`src/rtl/spi_slave_pkg.sv`:
```
// Shared constants and mode encoding for the SPI slave.
package spi_slave_pkg;

  localparam int unsigned WIDTH_MIN = 4;
  localparam int unsigned WIDTH_MAX = 32;

  // SPI mode = {CPOL, CPHA}
  typedef enum logic [1:0] {
    MODE_0 = 2'b00,
    MODE_1 = 2'b01,
    MODE_2 = 2'b10,
    MODE_3 = 2'b11
  } spi_mode_e;

  typedef enum logic [1:0] {
    ST_RESYNC = 2'b00,
    ST_IDLE   = 2'b01,
    ST_ACTIVE = 2'b10
  } spi_state_e;

  // Data is sampled on rising SCK when CPOL == CPHA, otherwise on falling SCK.
  function automatic logic sample_on_rise(input spi_mode_e mode);
    return mode[1] == mode[0];
  endfunction

endpackage

```
`src/rtl/spi_sync_edge.sv`:
```
// N-flop synchroniser with rise/fall detection taken from the two oldest stages.
module spi_sync_edge #(
  parameter int unsigned N       = 3,
  parameter logic        RST_VAL = 1'b0
) (
  input  logic clk,
  input  logic rst_n,
  input  logic din,
  output logic level,
  output logic rise_c,
  output logic fall_c
);

  logic [N-1:0] sync_q;

  // Shift the asynchronous input through the synchroniser chain.
  always_ff @(posedge clk or negedge rst_n) begin
    if (!rst_n) sync_q <= {N{RST_VAL}};
    else        sync_q <= {sync_q[N-2:0], din};
  end

  assign level  = sync_q[N-1];
  assign rise_c =  sync_q[N-2] & ~sync_q[N-1];
  assign fall_c = ~sync_q[N-2] &  sync_q[N-1];

endmodule

```
`src/rtl/spi_slave_param.sv`:
```
// Parameterised SPI slave (all four modes) with valid/ready RX and TX ports.
// Optional build macro SPI_SLAVE_ECHO_EN: on TX underrun the last received
// word is echoed back instead of zeros.
module spi_slave_param
  import spi_slave_pkg::*;
#(
  parameter int unsigned WIDTH = 8,
  parameter logic        CPOL  = 1'b0,
  parameter logic        CPHA  = 1'b0
) (
  input  logic             clk,
  input  logic             rst_n,
  input  logic             SCK,
  input  logic             SSEL,
  input  logic             MOSI,
  output logic             MISO,
  output logic             miso_oe,
  output logic [WIDTH-1:0] rx_data,
  output logic             rx_valid,
  input  logic             rx_ready,
  input  logic [WIDTH-1:0] tx_data,
  input  logic             tx_valid,
  output logic             tx_ready,
  output logic             rx_overrun,
  output logic             tx_underrun,
  output logic             frame_err,
  output logic             msg_start,
  output logic             msg_end
);

  localparam int unsigned CNT_W       = $clog2(WIDTH);
  localparam int unsigned SYNC_N      = 3;
  localparam int unsigned FLUSH_W     = 2;
  localparam logic [CNT_W-1:0]   CNT_LAST   = CNT_W'(WIDTH - 1);
  localparam logic [FLUSH_W-1:0] FLUSH_LAST = FLUSH_W'(SYNC_N);
  localparam spi_mode_e  MODE        = spi_mode_e'({CPOL, CPHA});
  localparam logic       SAMPLE_RISE = sample_on_rise(MODE);

  if (WIDTH < WIDTH_MIN || WIDTH > WIDTH_MAX) begin : g_bad_width
    $error("spi_slave_param: WIDTH outside supported range");
  end

  spi_state_e         state_q, state_d;
  logic [FLUSH_W-1:0] flush_q;
  logic [CNT_W-1:0]   bit_cnt_q;
  logic [1:0]         mosi_q;
  logic [WIDTH-2:0]   rx_sh_q;
  logic [WIDTH-1:0]   tx_sh_q;
  logic [WIDTH-1:0]   tx_hold_q;

  logic sck_lvl, sck_rise_c, sck_fall_c;
  logic ssel_lvl, ssel_rise_c, ssel_fall_c;
  logic start_c, end_c, active_c;
  logic sample_c, shift_c, word_done_c, load_c;
  logic [WIDTH-1:0] rx_word_c;
  logic [WIDTH-1:0] underrun_word_c;

  spi_sync_edge #(.N(SYNC_N), .RST_VAL(CPOL)) u_sck_sync (
    .clk    (clk),
    .rst_n  (rst_n),
    .din    (SCK),
    .level  (sck_lvl),
    .rise_c (sck_rise_c),
    .fall_c (sck_fall_c)
  );

  spi_sync_edge #(.N(SYNC_N), .RST_VAL(1'b1)) u_ssel_sync (
    .clk    (clk),
    .rst_n  (rst_n),
    .din    (SSEL),
    .level  (ssel_lvl),
    .rise_c (ssel_rise_c),
    .fall_c (ssel_fall_c)
  );

  // State register; RESYNC flushes the synchronisers so a select held low across reset is not taken as a new message.
  always_ff @(posedge clk or negedge rst_n) begin
    if (!rst_n) begin
      state_q <= ST_RESYNC;
      flush_q <= '0;
    end else begin
      state_q <= state_d;
      if (state_q == ST_RESYNC && flush_q != FLUSH_LAST) flush_q <= flush_q + FLUSH_W'(1);
    end
  end

  // Next state and message start/end events.
  always_comb begin
    state_d = state_q;
    start_c = 1'b0;
    end_c   = 1'b0;
    unique case (state_q)
      ST_RESYNC: if (flush_q == FLUSH_LAST && ssel_lvl && sck_lvl == CPOL) state_d = ST_IDLE;
      ST_IDLE: begin
        if (ssel_fall_c) begin
          state_d = ST_ACTIVE;
          start_c = 1'b1;
        end
      end
      ST_ACTIVE: begin
        if (ssel_rise_c) begin
          state_d = ST_IDLE;
          end_c   = 1'b1;
        end
      end
      default: state_d = ST_RESYNC;
    endcase
  end

  assign active_c    = (state_q == ST_ACTIVE);
  assign sample_c    = active_c & (SAMPLE_RISE ? sck_rise_c : sck_fall_c);
  assign shift_c     = active_c & (SAMPLE_RISE ? sck_fall_c : sck_rise_c);
  assign word_done_c = sample_c & (bit_cnt_q == CNT_LAST);
  assign rx_word_c   = {rx_sh_q, mosi_q[1]};
  assign load_c      = ((!CPHA) && start_c) || (shift_c && (bit_cnt_q == '0));

`ifdef SPI_SLAVE_ECHO_EN
  assign underrun_word_c = rx_data;
`else
  assign underrun_word_c = '0;
`endif

  assign MISO = tx_sh_q[WIDTH-1];

  // MOSI synchroniser, two stages to line up with the SCK edge detect.
  always_ff @(posedge clk or negedge rst_n) begin
    if (!rst_n) mosi_q <= '0;
    else        mosi_q <= {mosi_q[0], MOSI};
  end

  // Bit counter: held at zero outside a message, wraps at the word boundary.
  always_ff @(posedge clk or negedge rst_n) begin
    if (!rst_n)                   bit_cnt_q <= '0;
    else if (!active_c)           bit_cnt_q <= '0;
    else if (sample_c)            bit_cnt_q <= (bit_cnt_q == CNT_LAST) ? '0 : bit_cnt_q + CNT_W'(1);
  end

  // Receive shift register and RX output handshake with overrun detection.
  always_ff @(posedge clk or negedge rst_n) begin
    if (!rst_n) begin
      rx_sh_q    <= '0;
      rx_data    <= '0;
      rx_valid   <= 1'b0;
      rx_overrun <= 1'b0;
    end else begin
      rx_overrun <= 1'b0;
      if (!active_c)     rx_sh_q <= '0;
      else if (sample_c) rx_sh_q <= rx_word_c[WIDTH-2:0];
      if (word_done_c) begin
        rx_data    <= rx_word_c;
        rx_valid   <= 1'b1;
        rx_overrun <= rx_valid & ~rx_ready;
      end else if (rx_valid && rx_ready) begin
        rx_valid <= 1'b0;
      end
    end
  end

  // Transmit holding and shift registers; an empty holding register at a load point underruns.
  always_ff @(posedge clk or negedge rst_n) begin
    if (!rst_n) begin
      tx_sh_q     <= '0;
      tx_hold_q   <= '0;
      tx_ready    <= 1'b1;
      tx_underrun <= 1'b0;
    end else begin
      tx_underrun <= 1'b0;
      if (load_c) begin
        if (!tx_ready) begin
          tx_sh_q  <= tx_hold_q;
          tx_ready <= 1'b1;
        end else begin
          tx_sh_q     <= underrun_word_c;
          tx_underrun <= 1'b1;
          if (tx_valid) begin
            tx_hold_q <= tx_data;
            tx_ready  <= 1'b0;
          end
        end
      end else begin
        if (shift_c) tx_sh_q <= {tx_sh_q[WIDTH-2:0], 1'b0};
        if (tx_valid && tx_ready) begin
          tx_hold_q <= tx_data;
          tx_ready  <= 1'b0;
        end
      end
    end
  end

  // Registered status pulses and output enable.
  always_ff @(posedge clk or negedge rst_n) begin
    if (!rst_n) begin
      msg_start <= 1'b0;
      msg_end   <= 1'b0;
      frame_err <= 1'b0;
      miso_oe   <= 1'b0;
    end else begin
      msg_start <= start_c;
      msg_end   <= end_c;
      frame_err <= end_c & (bit_cnt_q != '0);
      miso_oe   <= (state_d == ST_ACTIVE);
    end
  end

endmodule

```
`config.mk`:
```
export PLATFORM = sky130hd
export DESIGN_NAME = spi_slave_param
export DESIGN_NICKNAME = d
export VERILOG_FILES = /design/src/rtl/spi_slave_pkg.sv /design/src/rtl/spi_sync_edge.sv /design/src/rtl/spi_slave_param.sv
export SDC_FILE = /design/constraint.sdc
export NUM_CORES = 1
export LEC_CHECK = 0
export ABC_AREA = 1
export CAP_MARGIN = 20
export CORE_ASPECT_RATIO = 1.2
export CORE_MARGIN = 2
export CORE_UTILIZATION = 50
export DETAILED_ROUTE_END_ITERATION = 16
export DONT_BUFFER_PORTS = 1
export PLACE_DENSITY_LB_ADDON = 0.08
export RECOVER_POWER = 25
export SYNTH_ARGS = -nofsm -noshare
export SYNTH_HDL_FRONTEND = slang
export SYNTH_SLANG_ARGS = --single-unit
```
`constraint.sdc`:
```
create_clock -name clk -period 1.2 [get_ports clk]
set_input_delay 0.12 -clock clk [delete_from_list [all_inputs] [get_ports clk]]
set_output_delay 0.12 -clock clk [all_outputs]
set_load 0.02 [all_outputs]
```
Word level (Yosys, flattened, before mapping)
Cells that the tools add are included.
- add/subtract/negate cells: 2
- equality and inequality tests: 9
- muxes and demuxes: 29
- bitwise gates (word level): 14
- reduce and logical (&&, ||, !) cells: 14
- operators by type and width (cell ; count):
    8-bit two-way mux ; 7
    7-bit two-way mux ; 2
    1-bit two-way mux ; 13
    1-bit AND ; 9
    3-bit two-way mux ; 3
    2-bit == test, second input constant ; 3
    1-bit logical AND ; 6
    2-bit two-way mux ; 3
    2-bit != test, second input constant ; 3
    2-bit one-hot mux with 3 select lines ; 1
    2-bit nonzero test ; 3
    1-bit NOT ; 5
    3-bit by 1-bit adder with 3-bit output, second input constant ; 1
    3-bit == test, second input constant ; 1
    3-bit logical NOT ; 1
    3-bit AND reduction ; 1
    3-bit nonzero test ; 1
    2-bit by 1-bit adder with 2-bit output, second input constant ; 1
    2-bit by 1-bit == test with 1-bit output, second input constant ; 1
    2-bit logical NOT ; 1
    2-bit by 1-bit != test with 1-bit output, second input constant ; 1
    1-bit logical OR ; 1
- register bits: 54
- output and inout bits: 17
- logic and storage cells: 86

Logic depth before layout (Yosys ltp)
- word-level depth: 7
- depth in mapped cells: 8

Hierarchy
Synthesis repeated with hierarchy kept, for this count alone.
- cell total of the unflattened synthesis: 219
- area, all modules: 2224.6 um^2
- by module, submodules not included (module ; times used ; cells an instance ; area an instance (um^2)):
    spi_slave_param ; 1 ; 205 ; 2040.7
    spi_sync_edge (u_ssel_sync) ; 1 ; 7 ; 93.8
    spi_sync_edge (u_sck_sync) ; 1 ; 7 ; 90.1

Worst setup path after synthesis
OpenSTA, ideal clock, no wires.
- kind: reg2reg
- start: register u_ssel_sync.sync_q[2]
- end: register tx_sh_q[7]
- arrival: 1.131 ns
- slack: -0.049 ns
- stages on the path, launching flop included: 8
- buffers on the path: 2
- clock period less this slack: 1.249 ns
- path through: dfstp_2 inv_1 nor2_1 nand2_2 buf_6 buf_6 nand3_2 nand2_1
- longest elaborated chain between the ends: 5
- elaborated cells between the ends (all ways): 6
- those cells by class: mux (3); bitwise (1); reduce/logical (2)
- RTL lines (item ; RTL line ; RTL):
    start: declaration ; spi_sync_edge.sv:14 ; logic [N-1:0] sync_q;
    start signal: assignment ; spi_sync_edge.sv:18 ; if (!rst_n) sync_q <= {N{RST_VAL}};
    start signal: assignment ; spi_sync_edge.sv:19 ; else sync_q <= {sync_q[N-2:0], din};
    1-bit AND * ; spi_sync_edge.sv:24 ; assign fall_c = ~sync_q[N-2] & sync_q[N-1];
    1-bit two-way mux * ; spi_slave_param.sv:95 ; if (ssel_fall_c) begin
    1-bit two-way mux * ; spi_slave_param.sv:92 ; unique case (state_q)
    1-bit logical OR * ; spi_slave_param.sv:115 ; assign load_c = ((!CPHA) && start_c) || (shift_c && (bit_cnt_q == '0));
    8-bit two-way mux / 2-bit nonzero test (equally long branches) ; n/a ;
    end signal: assignment ; spi_slave_param.sv:170 ; tx_sh_q <= tx_hold_q;
    end signal: assignment ; spi_slave_param.sv:173 ; tx_sh_q <= underrun_word_c;
    end signal: assignment ; spi_slave_param.sv:181 ; if (shift_c) tx_sh_q <= {tx_sh_q[WIDTH-2:0], 1'b0};
    end: declaration ; spi_slave_param.sv:48 ; logic [WIDTH-1:0] tx_sh_q;
Mark *: on every way between the ends. The rest lies on a longest branch, timed or not.
A chain may end at the register's enable or synchronous reset.

Worst setup path in the final report
- start: register bit_cnt_q[0]
- end: register rx_data[2]
- longest elaborated chain between the ends: 2
- RTL lines (item ; RTL line ; RTL):
    start: declaration ; spi_slave_param.sv:45 ; logic [CNT_W-1:0] bit_cnt_q;
    start signal: assignment ; spi_slave_param.sv:135 ; else if (sample_c) bit_cnt_q <= (bit_cnt_q == CNT_LAST) ? '0 : bit_cnt_q + CNT_W'(1);
    3-bit == test ; spi_slave_param.sv:113 ; assign word_done_c = sample_c & (bit_cnt_q == CNT_LAST);
    1-bit AND ; spi_slave_param.sv:113 ;
    end signal: assignment ; spi_slave_param.sv:150 ; rx_data <= rx_word_c;
    end: declaration ; spi_slave_param.sv:18 ; output logic [WIDTH-1:0] rx_data,
No other way between the ends.

==> Implementation_results.wiki <==
{| class="wikitable"
! Metric !! Value
|-
| Outcome || finished, violations left
|-
| Failing checks || hold timing, setup timing
|-
| CTS H-tree depth || 2
|-
| Final weighted congestion in routability-driven placement || 0.716
|-
| HPWL reported at the end of detailed placement || 2580 um
|-
| Maximum fanout along the worst path || 18
|-
| Vias in the first global route || 1494
|-
| Clock-pin slew of the registers on the worst-case setup and hold paths || 0.09 ns
|-
| Data required, critical path || 1.41 ns
|-
| Setup Total Neg Slack || -0.654 ns
|-
| Global-route wire length before repair || 6600 um
|-
| Setup-failing EPs final || 17
|-
| Critical path start-end classification || reg -> reg
|-
| Top-Level Pins || 32
|-
| Num CTS Buffers || 5
|-
| Global route total overflow || 0
|-
| Post-route worst setup slack || -0.0610 ns
|-
| Most instantiated cells after synthesis || dfrtp_1, nand2_1, inv_1
|-
| Number of cell rows || 26
|-
| Leakage power total || 0.00129 uW
|-
| Slew @ Worst Pin || 0.298 ns
|-
| Number of cells produced by synthesis || 209
|-
| Headroom to the max-slew limit || 80.1%
|-
| Largest incremental delay on the critical path || 0.40 ns
|-
| Core footprint || 4290 um2
|-
| Worst R2R Path Depth || 6
|-
| DRC || 0
|-
| Floorplan die width || 65.3 um
|-
| TritonCTS clock tree || built
|-
| Final hold violations || 54
|-
| Syn_area_per_cell || 10.8 um2
|-
| Total internal power || 3320 uW
|-
| Number of enable flip-flop cells after synthesis || 0
|-
| Arr. time, crit path || 1.47 ns
|-
| Vias post-DR || 1463
|-
| Worst vdd ir || 0.00116 V
|-
| Antenna diodes || 0
|-
| Total routed wirelength || 3740 um
|-
| Post-route clock period utilization || 105%
|-
| Maximum number of pins on one net before global-route repair || 55
|-
| Antenna violations before repair || 0
|-
| Area fraction of the dominant cell type after synthesis || 55.5%
|-
| Insertion delay to the later sink of the worst-skew pair || 0.31 ns
|-
| Port buffer count || 0
|-
| Register share of total power || 51.3%
|-
| Number of flip-flops and latches in the synthesized netlist || 54
|-
| Portion of the post-synthesis area used by sequential elements || 60.1%
|-
| Number of placed cells counting well taps || 272
|-
| Library cell with the largest summed area after synthesis || dfrtp_1
|-
| Total nets after synthesis || 228
|-
| Maximum clock skew at final layout || 0.0101 ns
|-
| Min-delay worst type || in -> async
|-
| Final hold slack || -0.505 ns
|-
| Cell area after synthesis || 2260 um2
|-
| Critical-path cell list || ha_2, ha_4, nand4_4, buf_12, nand2_1, o21ai_2
|-
| Relative contribution of the clock network to total power || 25.0%
|-
| Detailed-route wire length per cell || 12.7 um
|-
| Net switching power || 1390 uW
|-
| Library cell with the highest instance count after synthesis || dfrtp_1
|-
| Final worst path period need || 1.26 ns
|-
| Count of different cell masters after synthesis || 26
|-
| Max-cap viol count || 0
|-
| Number of nets still failing antenna checks after routing || 0
|-
| Global routing usage summed across all routing layers || 17.0%
|-
| Async set-or-reset flop fraction in the synthesized netlist || 100%
|-
| TritonCTS Sinks || 54
|-
| Type of origin of the critical path || flip-flop
|-
| Cell with the biggest individual delay on the critical path || dfrtp_1
|-
| DR iter-0 viols || 117
|-
| Pwr Total || 4710 uW
|-
| Count of warnings emitted by yosys || 0
|-
| Portion of total power attributed to combinational logic || 23.7%
|-
| 1st-pass router iterations || 4
|-
| Power density relative to cell area || 1730 nW/um2
|-
| Initial standard-cell utilization of the core || 52.5%
|-
| Max clock buf depth || 2
|-
| Final cell count without fillers || 294
|-
| RSZ-0062 raised after global routing || yes
|-
| Cell types occupying the most area after synthesis || dfrtp_1, nand2_1, nand3_1
|-
| Die outline height || 77.6 um
|-
| Root cell of the clock tree || clkbuf_8
|-
| Crit path capture type || flip-flop
|-
| Cts hold-fix bufs || 12
|-
| Final net count || 256
|-
| Share of cells above drive strength 1 || 31.1%
|-
| Most used flip-flop cell after synthesis || dfrtp_1
|-
| Fraction of power spent switching nets || 29.6%
|-
| Synthesis-to-finish area growth || 20.9%
|-
| Count of final max-slew check failures || 0
|-
| Die area || 5070 um2
|-
| Peak Freq || 0.793 GHz
|-
| Ratio of routed vias to standard cells || 4.98
|}
power by group through the flow:
stage / logic, uW / registers (uW) / clock network [uW]
after floorplan: 789 / 2410 / 0
final: 1120 / 2420 / 1180
after detailed placement: 1020 / 2450 / 0
after CTS: 1090 / 2410 / 1220
after global placement: 986 / 2420 / 0
after global routing: 1270 / 2460 / 1290
layout by cell type (no fill, tap or decap), types with 6 or more instances in the layout:
cell,count
mux2_2,8
nand2_2,6
dfrtp_1,50
inv_1,23
o22ai_1,7
o21ai_2,9
nand3_2,7
buf_4,8
dlygate4sd3_1,12
nand3_1,21
nand2_1,39
layer usage:
metal | GRT usage (%) | routed length [um] | vias up
met4 | 6.88 | 72 | 0
met5 | 0 | 0 | -
met1 | 19.4 | 1480 | 691
met3 | 4.93 | 154 | 6
met2 | 29.4 | 2040 | 33
li1 | - | - | 733
path summary, 6_finish.rpt:
check | startpoint | endpoint | slack, ns
max | bit_cnt_q[0] | rx_data[2] | -0.06
min | rst_n | rx_data[0] | -0.51
max reg2reg | bit_cnt_q[0] | rx_data[2] | -0.06
min reg2reg | mosi_q[0] | mosi_q[1] | 0.36
max in group asynchronous | rst_n | u_ssel_sync.sync_q[0] | 1.51
min in group clk | tx_valid | tx_ready | 0.07
per-stage QoR:
step / util (%) / worst slack, ns / cell area, um2
3_3_place_gp: 55.7 / -0.0749 / 2390
5_1_grt: 63.5 / -0.137 / 2730
4_1_cts: 62.7 / -0.0378 / 2690
6_report: 63.5 / -0.0610 / 2730
3_5_place_dp: 55.7 / -0.152 / 2390
2_1_floorplan: - / -0.0261 / 2270
area by class of cell:
type | instances | area, um2
Multi-Input combinational cell | 122 | 821
Fill cell | 381 | 1570
Tap cell | 56 | 70.1
Clock buffer | 6 | 72.6
Sequential cell | 54 | 1360
Clock inverter | 2 | 37.5
Timing Repair Buffer | 25 | 254
Inverter | 29 | 115
cell families (layout without fill, tap and decap cells):
group,count (synthesis),in the layout,synth area share [%]
compound gates,21,21,6.43
xor+xnor,1,1,0.388
fa+ha+maj,4,4,2.22
buf+inv,33,62,6.66
flops,54,54,60.1
mux,8,8,3.99
simple gates,88,88,20.2
critical path: cells and delay by family (launching register included):
| family | cells | cell delay [ns] |
|---|---|---|
| buf+inv | 1 | 0.17 |
| flops | 1 | 0.40 |
| compound gates | 1 | 0.05 |
| fa+ha+maj | 2 | 0.37 |
| simple gates | 2 | 0.16 |
state kept, by name, indices dropped and copies added (netlist names), 2 cells and up:
name                flops
bit_cnt_q               3
flush_q                 2
mosi_q                  2
rx_data                 8
rx_sh_q                 7
state_q                 2
tx_hold_q               8
tx_sh_q                 8
u_sck_sync.sync_q       3
u_ssel_sync.sync_q      3
timing repair:
| item | in CTS | in global routing |
|---|---|---|
| hold endpoints to repair | 67 | 54 |
| resized for setup | 12 | 6 |
| pin swaps | 5 | 1 |
| setup buffers | 1 | 1 |
| setup endpoints to repair | 23 | 21 |
(Power assumes the default switching activity.)
